**config.mk**
```make
export PLATFORM = sky130hd
export DESIGN_NAME = frame_tx_flat
export DESIGN_NICKNAME = d
export VERILOG_FILES = /design/src/rtl/frame_tx_pkg.sv /design/src/rtl/frame_tx_if.sv /design/src/rtl/frame_tx_bit_timer.sv /design/src/rtl/frame_tx.sv /design/src/flat_wrapper.sv
export SDC_FILE = /design/constraint.sdc
export NUM_CORES = 1
export LEC_CHECK = 0
export CORE_ASPECT_RATIO = 0.9
export CORE_UTILIZATION = 50
export CTS_CLUSTER_DIAMETER = 50
export DETAILED_ROUTE_END_ITERATION = 8
export GPL_TIMING_DRIVEN = 0
export HOLD_SLACK_MARGIN = 0.06
export MAX_ROUTING_LAYER = met4
export PLACE_DENSITY = 0.82
export SLEW_MARGIN = 5
export SYNTH_ARGS = -nofsm -noshare
export SYNTH_HDL_FRONTEND = slang
export SYNTH_HIERARCHICAL = 1
export SYNTH_SLANG_ARGS = --single-unit
```
**constraint.sdc**
```tcl
create_clock -name i_clk -period 3.2 [get_ports i_clk]
set_input_delay 0.32 -clock i_clk [delete_from_list [all_inputs] [get_ports i_clk]]
set_output_delay 0.32 -clock i_clk [all_outputs]
set_load 0.05 [all_outputs]
```
**src/rtl/frame_tx_pkg.sv**
```systemverilog
// frame_tx_pkg: shared frame width, FSM state encodings and preamble pattern for frame_tx/frame_rx
package frame_tx_pkg;
    localparam int FRAME_SIZE = 16;
    localparam int BIT_CNT_W = 5;
    localparam logic [3:0] TX_PREAMBLE = 4'b0101;
    typedef enum logic [2:0] {
        TX_ST_IDLE     = 3'd0,
        TX_ST_PREAMBLE = 3'd1,
        TX_ST_START    = 3'd2,
        TX_ST_DATA     = 3'd3,
        TX_ST_STOP     = 3'd4
    } tx_state_t;
endpackage

```
**src/rtl/frame_tx_if.sv**
```systemverilog
// frame_tx_if: frame handshake and serial line bundle between a frame source and frame_tx
interface frame_tx_if;
    import frame_tx_pkg::*;
    logic [FRAME_SIZE-1:0] frame_in;
    logic                  frame_valid;
    logic                  frame_ready;
    logic                  tx_line;
    logic                  busy;
    logic                  tx_done;
    modport master (output frame_in, frame_valid, input frame_ready, tx_line, busy, tx_done);
    modport slave (input frame_in, frame_valid, output frame_ready, tx_line, busy, tx_done);
endinterface

```
**src/rtl/frame_tx_bit_timer.sv**
```systemverilog
// frame_tx_bit_timer: CLKS_PER_BIT down counter, ticks on zero, reloads on tick or load
module frame_tx_bit_timer #(
    parameter int CLKS_PER_BIT = 4
) (
    input  logic i_clk,
    input  logic i_rst_n,
    input  logic i_load,
    output logic o_tick
);
    localparam logic [15:0] RELOAD = 16'(CLKS_PER_BIT - 1);
    logic [15:0] r_count;
    // count down one bit period, restarting on a state entry or after each tick
    always_ff @(posedge i_clk) begin
        if (!i_rst_n) r_count <= RELOAD;
        else r_count <= (i_load || r_count == 16'd0) ? RELOAD : r_count - 16'd1;
    end
    assign o_tick = (r_count == 16'd0);
endmodule

```
**src/rtl/frame_tx.sv**
```systemverilog
// frame_tx: serializes one codeword per handshake as start bit, LSB-first data, stop bits (optional preamble: FRAME_TX_PREAMBLE_EN)
module frame_tx
    import frame_tx_pkg::*;
#(
    parameter int CLKS_PER_BIT = 4,
    parameter int STOP_BITS    = 1
) (
    input logic       i_clk,
    input logic       i_rst_n,
    frame_tx_if.slave bus
);
    localparam logic [BIT_CNT_W-1:0] LAST_BIT  = BIT_CNT_W'(FRAME_SIZE - 1);
    localparam logic [BIT_CNT_W-1:0] LAST_STOP = BIT_CNT_W'(STOP_BITS - 1);
    tx_state_t             r_state, w_state_nxt;
    logic [FRAME_SIZE-1:0] r_shift, w_shift_nxt;
    logic [BIT_CNT_W-1:0]  r_bit_cnt, w_bit_cnt_nxt;
    logic                  r_line, w_line_nxt;
    logic                  r_busy, r_ready, r_done, w_done_nxt;
    logic                  w_load, w_tick;
`ifdef FRAME_TX_PREAMBLE_EN
    logic [1:0]            w_pre_idx;
    assign w_pre_idx = r_bit_cnt[1:0] + 2'd1;
`endif
    frame_tx_bit_timer #(.CLKS_PER_BIT(CLKS_PER_BIT)) u_timer (
        .i_clk   (i_clk),
        .i_rst_n (i_rst_n),
        .i_load  (w_load),
        .o_tick  (w_tick)
    );
    // next state: every transition reloads the timer and clears the bit counter
    always_comb begin
        w_state_nxt   = r_state;
        w_shift_nxt   = r_shift;
        w_bit_cnt_nxt = r_bit_cnt;
        w_line_nxt    = r_line;
        w_done_nxt    = 1'b0;
        w_load        = 1'b0;
        case (r_state)
            TX_ST_IDLE: if (bus.frame_valid) begin
                w_shift_nxt   = bus.frame_in;
                w_bit_cnt_nxt = '0;
                w_load        = 1'b1;
`ifdef FRAME_TX_PREAMBLE_EN
                w_state_nxt   = TX_ST_PREAMBLE;
                w_line_nxt    = TX_PREAMBLE[0];
`else
                w_state_nxt   = TX_ST_START;
                w_line_nxt    = 1'b1;
`endif
            end
`ifdef FRAME_TX_PREAMBLE_EN
            TX_ST_PREAMBLE: if (w_tick) begin
                if (r_bit_cnt == BIT_CNT_W'(3)) begin
                    w_state_nxt   = TX_ST_START;
                    w_bit_cnt_nxt = '0;
                    w_line_nxt    = 1'b1;
                    w_load        = 1'b1;
                end else begin
                    w_bit_cnt_nxt = r_bit_cnt + 1'b1;
                    w_line_nxt    = TX_PREAMBLE[w_pre_idx];
                end
            end
`endif
            TX_ST_START: if (w_tick) begin
                w_state_nxt   = TX_ST_DATA;
                w_bit_cnt_nxt = '0;
                w_line_nxt    = r_shift[0];
                w_load        = 1'b1;
            end
            TX_ST_DATA: if (w_tick) begin
                if (r_bit_cnt == LAST_BIT) begin
                    w_state_nxt   = TX_ST_STOP;
                    w_bit_cnt_nxt = '0;
                    w_line_nxt    = 1'b0;
                    w_load        = 1'b1;
                end else begin
                    w_bit_cnt_nxt = r_bit_cnt + 1'b1;
                    w_shift_nxt   = r_shift >> 1;
                    w_line_nxt    = r_shift[1];
                end
            end
            TX_ST_STOP: if (w_tick) begin
                if (r_bit_cnt == LAST_STOP) begin
                    w_state_nxt   = TX_ST_IDLE;
                    w_bit_cnt_nxt = '0;
                    w_shift_nxt   = '0;
                    w_done_nxt    = 1'b1;
                    w_load        = 1'b1;
                end else begin
                    w_bit_cnt_nxt = r_bit_cnt + 1'b1;
                end
            end
            default: begin
                w_state_nxt = TX_ST_IDLE;
                w_line_nxt  = 1'b0;
            end
        endcase
    end
    // state and registered outputs; ready/busy follow the state being entered
    always_ff @(posedge i_clk) begin
        if (!i_rst_n) begin
            r_state   <= TX_ST_IDLE;
            r_shift   <= '0;
            r_bit_cnt <= '0;
            r_line    <= 1'b0;
            r_busy    <= 1'b0;
            r_ready   <= 1'b1;
            r_done    <= 1'b0;
        end else begin
            r_state   <= w_state_nxt;
            r_shift   <= w_shift_nxt;
            r_bit_cnt <= w_bit_cnt_nxt;
            r_line    <= w_line_nxt;
            r_busy    <= (w_state_nxt != TX_ST_IDLE);
            r_ready   <= (w_state_nxt == TX_ST_IDLE);
            r_done    <= w_done_nxt;
        end
    end
    assign bus.tx_line     = r_line;
    assign bus.busy        = r_busy;
    assign bus.frame_ready = r_ready;
    assign bus.tx_done     = r_done;
endmodule

```
**src/flat_wrapper.sv**
```systemverilog
// flat-port wrapper written by rule: the top's interface ports become plain ports
module frame_tx_flat import frame_tx_pkg::*;
#(
    parameter int CLKS_PER_BIT = 4,
    parameter int STOP_BITS    = 1
)
  (i_clk, i_rst_n, bus_frame_in, bus_frame_valid, bus_frame_ready, bus_tx_line, bus_busy, bus_tx_done);
  frame_tx_if bus_i ();
  input logic i_clk;
  input logic i_rst_n;
  input wire logic [$bits(bus_i.frame_in)-1:0] bus_frame_in;
  input wire logic [$bits(bus_i.frame_valid)-1:0] bus_frame_valid;
  output wire logic [$bits(bus_i.frame_ready)-1:0] bus_frame_ready;
  output wire logic [$bits(bus_i.tx_line)-1:0] bus_tx_line;
  output wire logic [$bits(bus_i.busy)-1:0] bus_busy;
  output wire logic [$bits(bus_i.tx_done)-1:0] bus_tx_done;
  assign bus_i.frame_in = bus_frame_in;
  assign bus_i.frame_valid = bus_frame_valid;
  assign bus_frame_ready = bus_i.frame_ready;
  assign bus_tx_line = bus_i.tx_line;
  assign bus_busy = bus_i.busy;
  assign bus_tx_done = bus_i.tx_done;
  frame_tx #(.CLKS_PER_BIT(CLKS_PER_BIT), .STOP_BITS(STOP_BITS)) u_core (.i_clk(i_clk), .i_rst_n(i_rst_n), .bus(bus_i));
endmodule
```
# ---- Yosys cells after proc, flatten, opt, wreduce, memory -nomap -nowiden
# Cells that the tools add are included.
dict set report word_totals {
  inputBits 19
  output_inout_bits 4
  elab_cells 67
  register_bits 44
}
dict set report classes {
  bitwise_logic 2
  reduce_logical 13
  mux 32
  n_eq_ne 10
  addsub 2
}
# operator count
set ops {}
lappend ops {{$mux 16} 5}
lappend ops {{$pmux 16 s3} 1}
lappend ops {{$mux 5} 6}
lappend ops {{$pmux 5 s4} 1}
lappend ops {{$mux 3} 6}
lappend ops {{$logic_not 16->1} 1}
lappend ops {{$sub 16x1->16 const B} 1}
lappend ops {{$pmux 3 s4} 1}
lappend ops {{$mux 1} 10}
lappend ops {{$ne 2x2->1 const B} 5}
lappend ops {{$pmux 1 s4} 2}
lappend ops {{$eq 3x2->1 const B} 2}
lappend ops {{$logic_not 3->1} 2}
lappend ops {{$reduce_and 6->1} 1}
lappend ops {{$reduce_bool 3->1} 2}
lappend ops {{$add 5x1->5 const B} 1}
lappend ops {{$eq 5x4->1 const B} 1}
lappend ops {{$logic_not 5->1} 1}
lappend ops {{$reduce_and 5->1} 1}
lappend ops {{$reduce_and 4->1} 1}
lappend ops {{$reduce_bool 4->1} 1}
lappend ops {{$eq 3x3->1 const B} 1}
lappend ops {{$ne 2x1->1 const B} 1}
lappend ops {{$not 1->1} 2}
lappend ops {{3 further kinds} 3}

# ---- Longest topological paths before layout
# Gate-level depths: netlist of run 1.
dict set report depth {
  depth_word 6
  ltp_mapped 14
  ltp_nobuf 11
}

# ---- By module
# Netlist of run 1, hierarchy kept.
# mod cells_per_inst instances seq_area_each_um2 area_each_um2
set by_module_without_submodules {}
lappend by_module_without_submodules {frame_tx 202 1 560.5 1784.2}
lappend by_module_without_submodules {frame_tx_bit_timer 81 1 320.3 729.4}

# ---- Worst setup path after synthesis of run 1
# No wires, ideal clock.
dict set report synth_path {
  kind {register -> register}
  start {register u_core.u_timer.r_count[0]}
  end {register u_core.r_shift[0]}
  path_slack_ps 198
  period_less_slack_ps 3002
  setup_time_ps 123
  path_stages_with_launch 14
  t_required_ps 3077
  path_buffers 4
  t_arrival_ps 2879
  cell_sequence {dfxtp_1 > inv_1 > ha_1 > or4b_1 > buf_2 > or2_1 > buf_6 > nor3_1 > nand3b_1 > a21oi_1 > or3_1 > buf_6 > buf_12 > mux2i_1}
}
dict set report synth_between {
  elab_chain_len 3
  elab_cells_between_ends 4
  classes_between {2 x eq/ne; 2 x reduce/logical}
}
# element line_no
set synth_lines {}
lappend synth_lines {{from (decl)} frame_tx_bit_timer.sv:11} ;# logic [15:0] r_count;
lappend synth_lines {{from (signal assigned)} frame_tx_bit_timer.sv:15} ;# else r_count <= (i_load || r_count == 16'd0) ? RELOAD : r_count - 16'd1;
lappend synth_lines {{$logic_not 16->1 (*)} frame_tx_bit_timer.sv:17} ;# assign o_tick = (r_count == 16'd0);
lappend synth_lines {{net u_core.w_tick} frame_tx.sv:19} ;# logic w_load, w_tick;
lappend synth_lines {{$ne 2x2->1 (no source line)} n/a}
lappend synth_lines {{$reduce_and 6->1 (no source line) (*)} n/a}
lappend synth_lines {{to (signal assigned)} frame_tx.sv:111} ;# r_shift <= w_shift_nxt;
lappend synth_lines {{to (decl)} frame_tx.sv:15} ;# logic [FRAME_SIZE-1:0] r_shift, w_shift_nxt;
# Mark *: on every way through the listed nets, which the timed path passes. The rest lies on a longest branch.
# A chain may end at the register's enable or synchronous reset.

# ---- Worst setup path in the final report of run 1
# Same ends and word-level chain as after synthesis.

==> results of run 1 <==
[synth_stat cells, types with 3 or more instances]
cell | n | area (um^2)
inv_1 | 6 | 22.5
o21ai_0 | 5 | 25.0
nand4_1 | 3 | 18.8
buf_2 | 3 | 15.0
or3_1 | 5 | 31.3
nand3b_1 | 17 | 128
a21o_2 | 3 | 26.3
nand2b_1 | 8 | 50.1
nor2_1 | 18 | 67.6
o22ai_1 | 3 | 18.8
o2111ai_1 | 15 | 131
clkbuf_1 | 7 | 26.3
nand2_1 | 30 | 113
dfxtp_1 | 44 | 881
nor4_1 | 4 | 25.0
ha_1 | 5 | 62.6
a21oi_1 | 11 | 55.1
nor2b_1 | 5 | 31.3
buf_6 | 4 | 45.0
nand3_1 | 7 | 35.0
mux2i_1 | 17 | 170
xnor2_1 | 5 | 43.8
nor3_1 | 5 | 25.0
a21o_1 | 12 | 90.1
xor2_1 | 4 | 35.0
[where the power goes]
part / leakage [uW] / internal [uW] / switching [uW] / total [uW]
Combinational: 0.000742 / 97.6 / 101 / 198
Clock: 0.0000503 / 192 / 181 / 373
Sequential: 0.000359 / 571 / 15.2 / 586
Total: 0.00115 / 861 / 296 / 1160
[worst max path at each step]
stage                                   start                    endpoint  depth (start not counted)  slack [ns]
floorplan           u_core/u_timer/r_count[0]           u_core/r_shift[0]                         13        0.20
global placement    u_core/u_timer/r_count[0]  u_core/u_timer/r_count[13]                         14       -0.20
detailed placement  u_core/u_timer/r_count[0]  u_core/u_timer/r_count[10]                         14       -0.30
CTS                 u_core/u_timer/r_count[0]  u_core/u_timer/r_count[13]                         14        0.11
global route        u_core/u_timer/r_count[0]           u_core/r_shift[0]                         14      -0.007
finish              u_core/u_timer/r_count[0]           u_core/r_shift[0]                         14        0.19
[critical path: cells and delay by family, from the launching register on]
family	cells	cell delay [ns]
multiplexers	1	0.12
flip-flops	1	0.33
adder cells (fa/ha/maj)	1	0.16
AND/OR/NAND/NOR	5	1.35
buffers and inverters	6	0.88
AO/OA/AOI/OAI	1	0.06
[layout make-up]
class,instances,area share [%]
multi-input cells,211,49.7
plain buffers,21,5.21
well taps,65,2.73
inverters,6,0.756
clock buffers,7,3.23
flip-flops and latches,44,29.6
repair buffers,27,8.77
[through the flow]
stage / total power (uW) / area [um^2]
5_1_grt: 1210 / 2980
6_report: 1160 / 2980
3_5_place_dp: 789 / 2820
4_1_cts: 1160 / 2920
2_1_floorplan: 728 / 2510
3_3_place_gp: 784 / 2820
[state kept, by name (all words and copies together) (netlist names)]
name	cells
u_core/bus.tx_done	1
u_core/bus.frame_ready	1
u_core/r_bit_cnt	5
u_core/bus.tx_line	1
u_core/r_shift	16
u_core/u_timer/r_count	16
u_core/bus.busy	1
u_core/r_state	3
[what timing repair did]
item                       4_1_cts  5_1_grt
setup buffers                    0        5
setup endpoints to repair       37       26
resized for setup                2        5
pin swaps                        0        2
[metal layers]
| layer | global-route usage, % | vias to the layer above |
|---|---|---|
| met1 | 28.5 | 1006 |
| met5 | - | - |
| met3 | 3.55 | 5 |
| li1 | - | 1092 |
| met2 | 34.8 | 36 |
| met4 | 7.05 | 0 |
[cells by family after synthesis]
| group | count (synthesis) | synth area share (%) |
|---|---|---|
| AO/OA/AOI/OAI | 60 | 18.0 |
| XOR/XNOR | 9 | 3.14 |
| adder cells (fa/ha/maj) | 5 | 2.49 |
| buffers and inverters | 28 | 7.22 |
| flip-flops | 44 | 35.0 |
| multiplexers | 18 | 7.22 |
| AND/OR/NAND/NOR | 119 | 26.9 |
==> results_dict.tcl, run 1 <==
set metrics [dict create \
    cp.required_ns 3.38 \
    hold_class "flip-flop to flip-flop" \
    seqCellArea_um2 881 \
    fin_crit_ns 3.01 \
    multi_input_area_um2 1480 \
    ios 23 \
    syn_area_um2 2510 \
    synthFlopType "dfxtp_1" \
    clock.fmax_mhz 332 \
    slew_headroom_pct 66.1 \
    core_area_um2 4830 \
    grt_pass1_wl_um 9230 \
    cts_max_level 2 \
    nets 340 \
    cts_tree "yes" \
    synth_seq_area_share_pct 35.0 \
    wl_met2_um 2490 \
    antenna_found_initial 0 \
    clkSinkCount 44 \
    fin_cells 381 \
    hpwl_um 3790 \
    clock_path_buffers 2 \
    wl_per_cell_um 14.3 \
    postRouteAntennaNets 0 \
    die_height_um 69.3 \
    diodes 0 \
    gp_congestion 0.810 \
    io_buffers 22 \
    firstDrtPassIters 4 \
    place_inst 370 \
    startpoint_type "flip-flop" \
    num_vias 2139 \
    reg2reg_from "u_core/u_timer/r_count[0]" \
    row_count 24 \
    cap_violations 0 \
    critical_path.endpoint_type "flip-flop" \
    overflow 0 \
    critPathMostFrequentCell "buf_6" \
    fillers 418 \
    holdPathEnd "u_core/r_shift[15]" \
    reg2reg_setup_slack_ns 0.19 \
    critical_path_arrival_ns 3.19 \
    path_max_fanout 10 \
    syn_avg_cell_area_um2 8.88 \
    rr_endpoint "u_core/r_shift[0]" \
    power_density_nw_per_um2 388 \
    synth_async_sr_flop_share_pct 0 \
    path_cells "inv_1, ha_4, or4b_1, buf_2, or2_1, buf_6, nor3_4, buf_6, nand2b_1, a21oi_1, or3_1, buf_6, buf_12, mux2i_1" \
    whs_path_depth 2 \
    top_layer_used "met4" \
    finalSetupViolCount 0 \
    synthCells 283 \
    post-route-util_pct 61.6 \
    viasPerCell 5.61 \
    ys_seq_elements 44 \
    p_leak_uw 0.00115 \
    syn_to_final_growth_pct 18.6 \
    synth_edf_count 0 \
    numCtsBuffers 5 \
    min-delay-start "u_core/r_shift[15]" \
    clkLatencyLatePin_ns 0.29 \
    root_buffer "clkbuf_8" \
    die_x_um 76.7 \
    met3_length_um 188 \
    grt_pass1_vias 2107 \
    synth_cell_types 54 \
    path_class "flip-flop to flip-flop" \
    skew_ns 0.00531 \
    die_area_um2 5320 \
    initial_core_util_pct 52.0 \
    drc 0 \
    holdWs_ns 0.457 \
    cts_hold_buf 0 \
    cts.clk_slew.worst_paths_ns 0.08 \
    fin_crit_sh_pct 94.0 \
    hold_viol 0 \
    vdd_drop_max_v 0.000315 \
    dpl_worst_slack_ns -0.304 \
    setup_slack_ns 0.191 \
    layout_commonest_cell "dfxtp_1" \
    slew_viol_final 0 \
    tns_ns 0 \
    drive_gt1_share_pct 12.7 \
    final_cell_mix "dfxtp_1 (44), nand2_1 (30), clkdlybuf4s50_1 (22)" \
    drt_iter0_markers 106 \
    slowest_delay_ns 0.42 \
    status "finished, final reports clean" \
    grt_max_degree 13 \
    yosys_warnings 6 \
    drt_wl_total_um 5430 \
    critPathSlowestCell "or4b_1" \
    syn_nets 307 \
    grt_usage_pct 21.9 \
    tightest_slew_ns 0.509 \
    r2r_cells 14 \
    wl_met1_um 2710 \
]
Note: power is estimated with default switching activity, not from simulation.
==> inputs of run 2 (changes only) <==
--- a/config.mk
+++ b/config.mk
@@ -8,12 +8,14 @@
 export CORE_ASPECT_RATIO = 0.9
 export CORE_UTILIZATION = 50
 export CTS_CLUSTER_DIAMETER = 50
+export CTS_CLUSTER_SIZE = 10
 export DETAILED_ROUTE_END_ITERATION = 8
+export GPL_ROUTABILITY_DRIVEN = 0
 export GPL_TIMING_DRIVEN = 0
 export HOLD_SLACK_MARGIN = 0.06
 export MAX_ROUTING_LAYER = met4
 export PLACE_DENSITY = 0.82
-export SLEW_MARGIN = 5
+export SLEW_MARGIN = 20
 export SYNTH_ARGS = -nofsm -noshare
 export SYNTH_HDL_FRONTEND = slang
 export SYNTH_HIERARCHICAL = 1
==> results of run 2 <==
Final layout, timing and power as in run 1 (identical DEF).
==> inputs of run 3 (changes only) <==
--- a/config.mk
+++ b/config.mk
@@ -14,9 +14,8 @@
 export GPL_TIMING_DRIVEN = 0
 export HOLD_SLACK_MARGIN = 0.06
 export MAX_ROUTING_LAYER = met4
-export PLACE_DENSITY = 0.82
+export PLACE_DENSITY = 0.83
 export SLEW_MARGIN = 20
 export SYNTH_ARGS = -nofsm -noshare
 export SYNTH_HDL_FRONTEND = slang
-export SYNTH_HIERARCHICAL = 1
 export SYNTH_SLANG_ARGS = --single-unit
==> run 3 against run 2 <==
  * Clock-buffer cell count unchanged
  * Maximum frequency increased by 12%
  * Register-to-register slack improved by 0.32 ns
  * Sequential power about the same
  * Design area decreased by 17%
  * First-iteration DRC count increased by 100%
  * Sequential share of layout area increased by 6.2 points
  * Clock power decreased by 2%
  * Via count decreased by 18%
  * Cell count decreased by 22%
  * Non-clock buffer count decreased by 18
  * Largest cell class unchanged
  * Largest power group unchanged
==> results_dict.tcl, run 3 <==
set metrics [dict create \
    synthCells 223 \
    die_height_um 63.4 \
    synth_compound_area_share_pct 19.8 \
    ys_seq_elements 44 \
    reg2reg_from "u_core.r_bit_cnt[0]" \
    slew_viol_final 0 \
    skew_ns 0.00813 \
    combPwrFrac_pct 12.7 \
    syn_to_final_growth_pct 17.4 \
    tns_ns 0 \
    synth_fa_ha_area_share_pct 3.58 \
    yosysTopAreaCell "dfxtp_1" \
    path_cells "inv_1, ha_1, nor4b_1, a21oi_1, o32ai_1, a21boi_1, clkbuf_1, o2bb2ai_1" \
    cap_violations 0 \
    path_class "flip-flop to flip-flop" \
    cts_hold_buf 0 \
    grt_max_degree 13 \
    cts_resized 0 \
    path_max_fanout 10 \
    grt_util_met2_pct 32.1 \
    syn_avg_cell_area_um2 9.40 \
    initial_core_util_pct 54.3 \
    critical_path.endpoint_type "flip-flop" \
    top_regs "u_core.r_shift: 16 flops, u_core.u_timer.r_count: 16 flops, u_core.r_bit_cnt: 5 flops" \
    min-delay-start "i_rst_n" \
    synth_top_family_by_area "compound AO/OA/AOI/OAI gates" \
    p_sw_uw 263 \
    drive_gt1_share_pct 7.17 \
    critical_path_arrival_ns 2.85 \
    wl_per_cell_um 14.2 \
    drc 0 \
    layout_commonest_cell "dfxtp_1" \
    antenna_found_initial 0 \
    fin_crit_sh_pct 83.9 \
    yosys.area_share.simple_pct 19.3 \
    status "finished, final reports clean" \
    die_area_um2 4460 \
    grt_usage_pct 20.8 \
    p_leak_uw 0.00102 \
    die_x_um 70.3 \
    slowest_delay_ns 0.76 \
    grt_use_met1_pct 26.6 \
    firstDrtPassIters 5 \
    rsz0062_at_grt "false" \
    num_vias 1749 \
    slew_headroom_pct 37.1 \
    diodes 0 \
    synth_seq_area_share_pct 42.0 \
    startpoint_type "flip-flop" \
    hpwl_um 3070 \
    reg2reg_setup_slack_ns 0.52 \
    clkSinkCount 44 \
    io_buffers 21 \
    clkLatencyLatePin_ns 0.30 \
    tightest_slew_ns 0.931 \
    grt_util_met3_pct 6.72 \
    cts.clk_slew.worst_paths_ns 0.08 \
    numCtsBuffers 5 \
    cts_tree "yes" \
    hold_viol 0 \
    final_cell_area_um2 2460 \
    ios 23 \
    vdd_drop_max_v 0.000260 \
    internal_power_uw 828 \
    viasPerCell 5.89 \
    drt_iter0_markers 216 \
    synth_mux_area_share_pct 7.64 \
    final_cell_mix "dfxtp_1 (44), clkdlybuf4s50_1 (21), nor2_1 (20)" \
    fin_crit_ns 2.68 \
    postRouteAntennaNets 0 \
    syn_nets 248 \
    hold_class "input pin to flip-flop" \
    critPathSlowestCell "nor4b_1" \
    switching_share_pct 24.1 \
    clkPwrFrac_pct 33.6 \
    top_usage_layer "met2" \
    whs_path_depth 2 \
    synth_cell_types 50 \
    grt_pass1_wl_um 7200 \
    finalSetupViolCount 0 \
    overflow 0 \
    synthFlopType "dfxtp_1" \
    synth_xor_area_share_pct 3.76 \
    synth.top_cell.area_share_pct 42.0 \
    yosys_warnings 0 \
    clock_path_buffers 2 \
    root_buffer "clkbuf_8" \
    place_area_um2 2360 \
    post-synth-top-count-cell "dfxtp_1" \
    synth_edf_count 0 \
    grt_pass1_vias 1621 \
    cp-startpoint "u_core.r_bit_cnt[0]" \
    synthTopCellsByArea "dfxtp_1 (42%), mux2i_1 (7.6%), o2bb2ai_1 (6.7%), ha_1 (3.6%), nor2_1 (3.6%)" \
    clock.fmax_mhz 372 \
    power_density_nw_per_um2 444 \
    synth_async_sr_flop_share_pct 0 \
    core_area_um2 3860 \
    cp.required_ns 3.36 \
    row_count 21 \
    synthTopCellsByCount "dfxtp_1 (44), nor2_1 (20), mux2i_1 (16), o2bb2ai_1 (16), nand2_1 (14)" \
    drt_wl_total_um 4220 \
    power_frac_seq_pct 53.7 \
    rr_endpoint "u_core.r_shift[13]" \
    syn_area_um2 2100 \
    holdPathEnd "u_core.r_shift[15]" \
    post_cts_buffers 0 \
    cts_max_level 2 \
    nets 276 \
    r2r_cells 8 \
]
## run 3: changes by cell type in the layout (fill, tap and decap cells not counted), moves of 4 or more
cell / delta
o2bb2ai_1: +16
buf_4: -4
inv_1: +4
o2111ai_1: -14
nand3b_1: -15
buf_6: -4
nand2b_1: -8
or3_1: -4
nand2_1: -16
a21o_1: -12
## run 3: critical path: cells and delay by family (launching register included)
| kind | cells | cell delay, ns |
|---|---|---|
| AOI/OAI and AO/OA | 4 | 0.94 |
| adders and majority gates | 1 | 0.15 |
| buffers and inverters | 2 | 0.38 |
| DFF | 1 | 0.34 |
| and+or+nand+nor | 1 | 0.76 |
## run 3: worst max-delay path by stage
| stage | cells past startpoint | endpoint | slack [ns] |
|---|---|---|---|
| final | 8 | u_core.r_shift[13] | 0.52 |
| after global routing | 8 | u_core.r_shift[13] | 0.24 |
| after CTS | 8 | u_core.r_shift[13] | 0.62 |
| after detailed placement | 8 | u_core.r_shift[13] | 0.66 |
| after global placement | 8 | u_core.r_shift[9] | 0.71 |
| after floorplan | 7 | u_core.r_bit_cnt[3] | 0.82 |
## run 3: stage by stage
stage | hold WS, ns | utilization [%] | cells | power, uW | setup slack [ns]
finish | 0.314 | 63.7 | 297 | 1090 | 0.515
global route | 0.328 | 63.7 | 297 | 1140 | 0.243
CTS | 0.320 | 63.7 | 297 | 1090 | 0.617
detailed placement | 0.417 | 61.2 | 290 | 737 | 0.655
global placement | 0.410 | 61.2 | 290 | 732 | 0.715
floorplan | 0.393 | - | 223 | 687 | 0.818
## run 3: power groups by stage
stage,Clock [uW],Sequential (uW),Combinational [uW]
2_1_floorplan,0,606,81.0
3_3_place_gp,0,598,135
3_5_place_dp,0,599,138
4_1_cts,370,586,138
5_1_grt,395,589,153
6_report,366,587,139
## run 3: area by class of cell
type	instances	area [um^2]
fill	308	1400
sequential	44	881
buffer	9	45.0
inverter	10	37.5
clock buffer	7	96.3
multi-input combinational	160	1130
timing repair buffer	21	210
tap	46	57.6
## run 3: logic make-up after synthesis
| family | after synthesis |
|---|---|
| compound gates | 54 |
| xor+xnor | 9 |
| flops | 44 |
| mux | 16 |
| buf+inv | 19 |
| fa+ha+maj | 6 |
| simple gates | 75 |
## run 3: metal layers
metal,share of wire (%),wire [um],up-vias
met1,49,2080,817
met2,45,1900,49
met3,4.8,204,5
met4,0.99,42,0
li1,-,-,878
met5,0,0,-
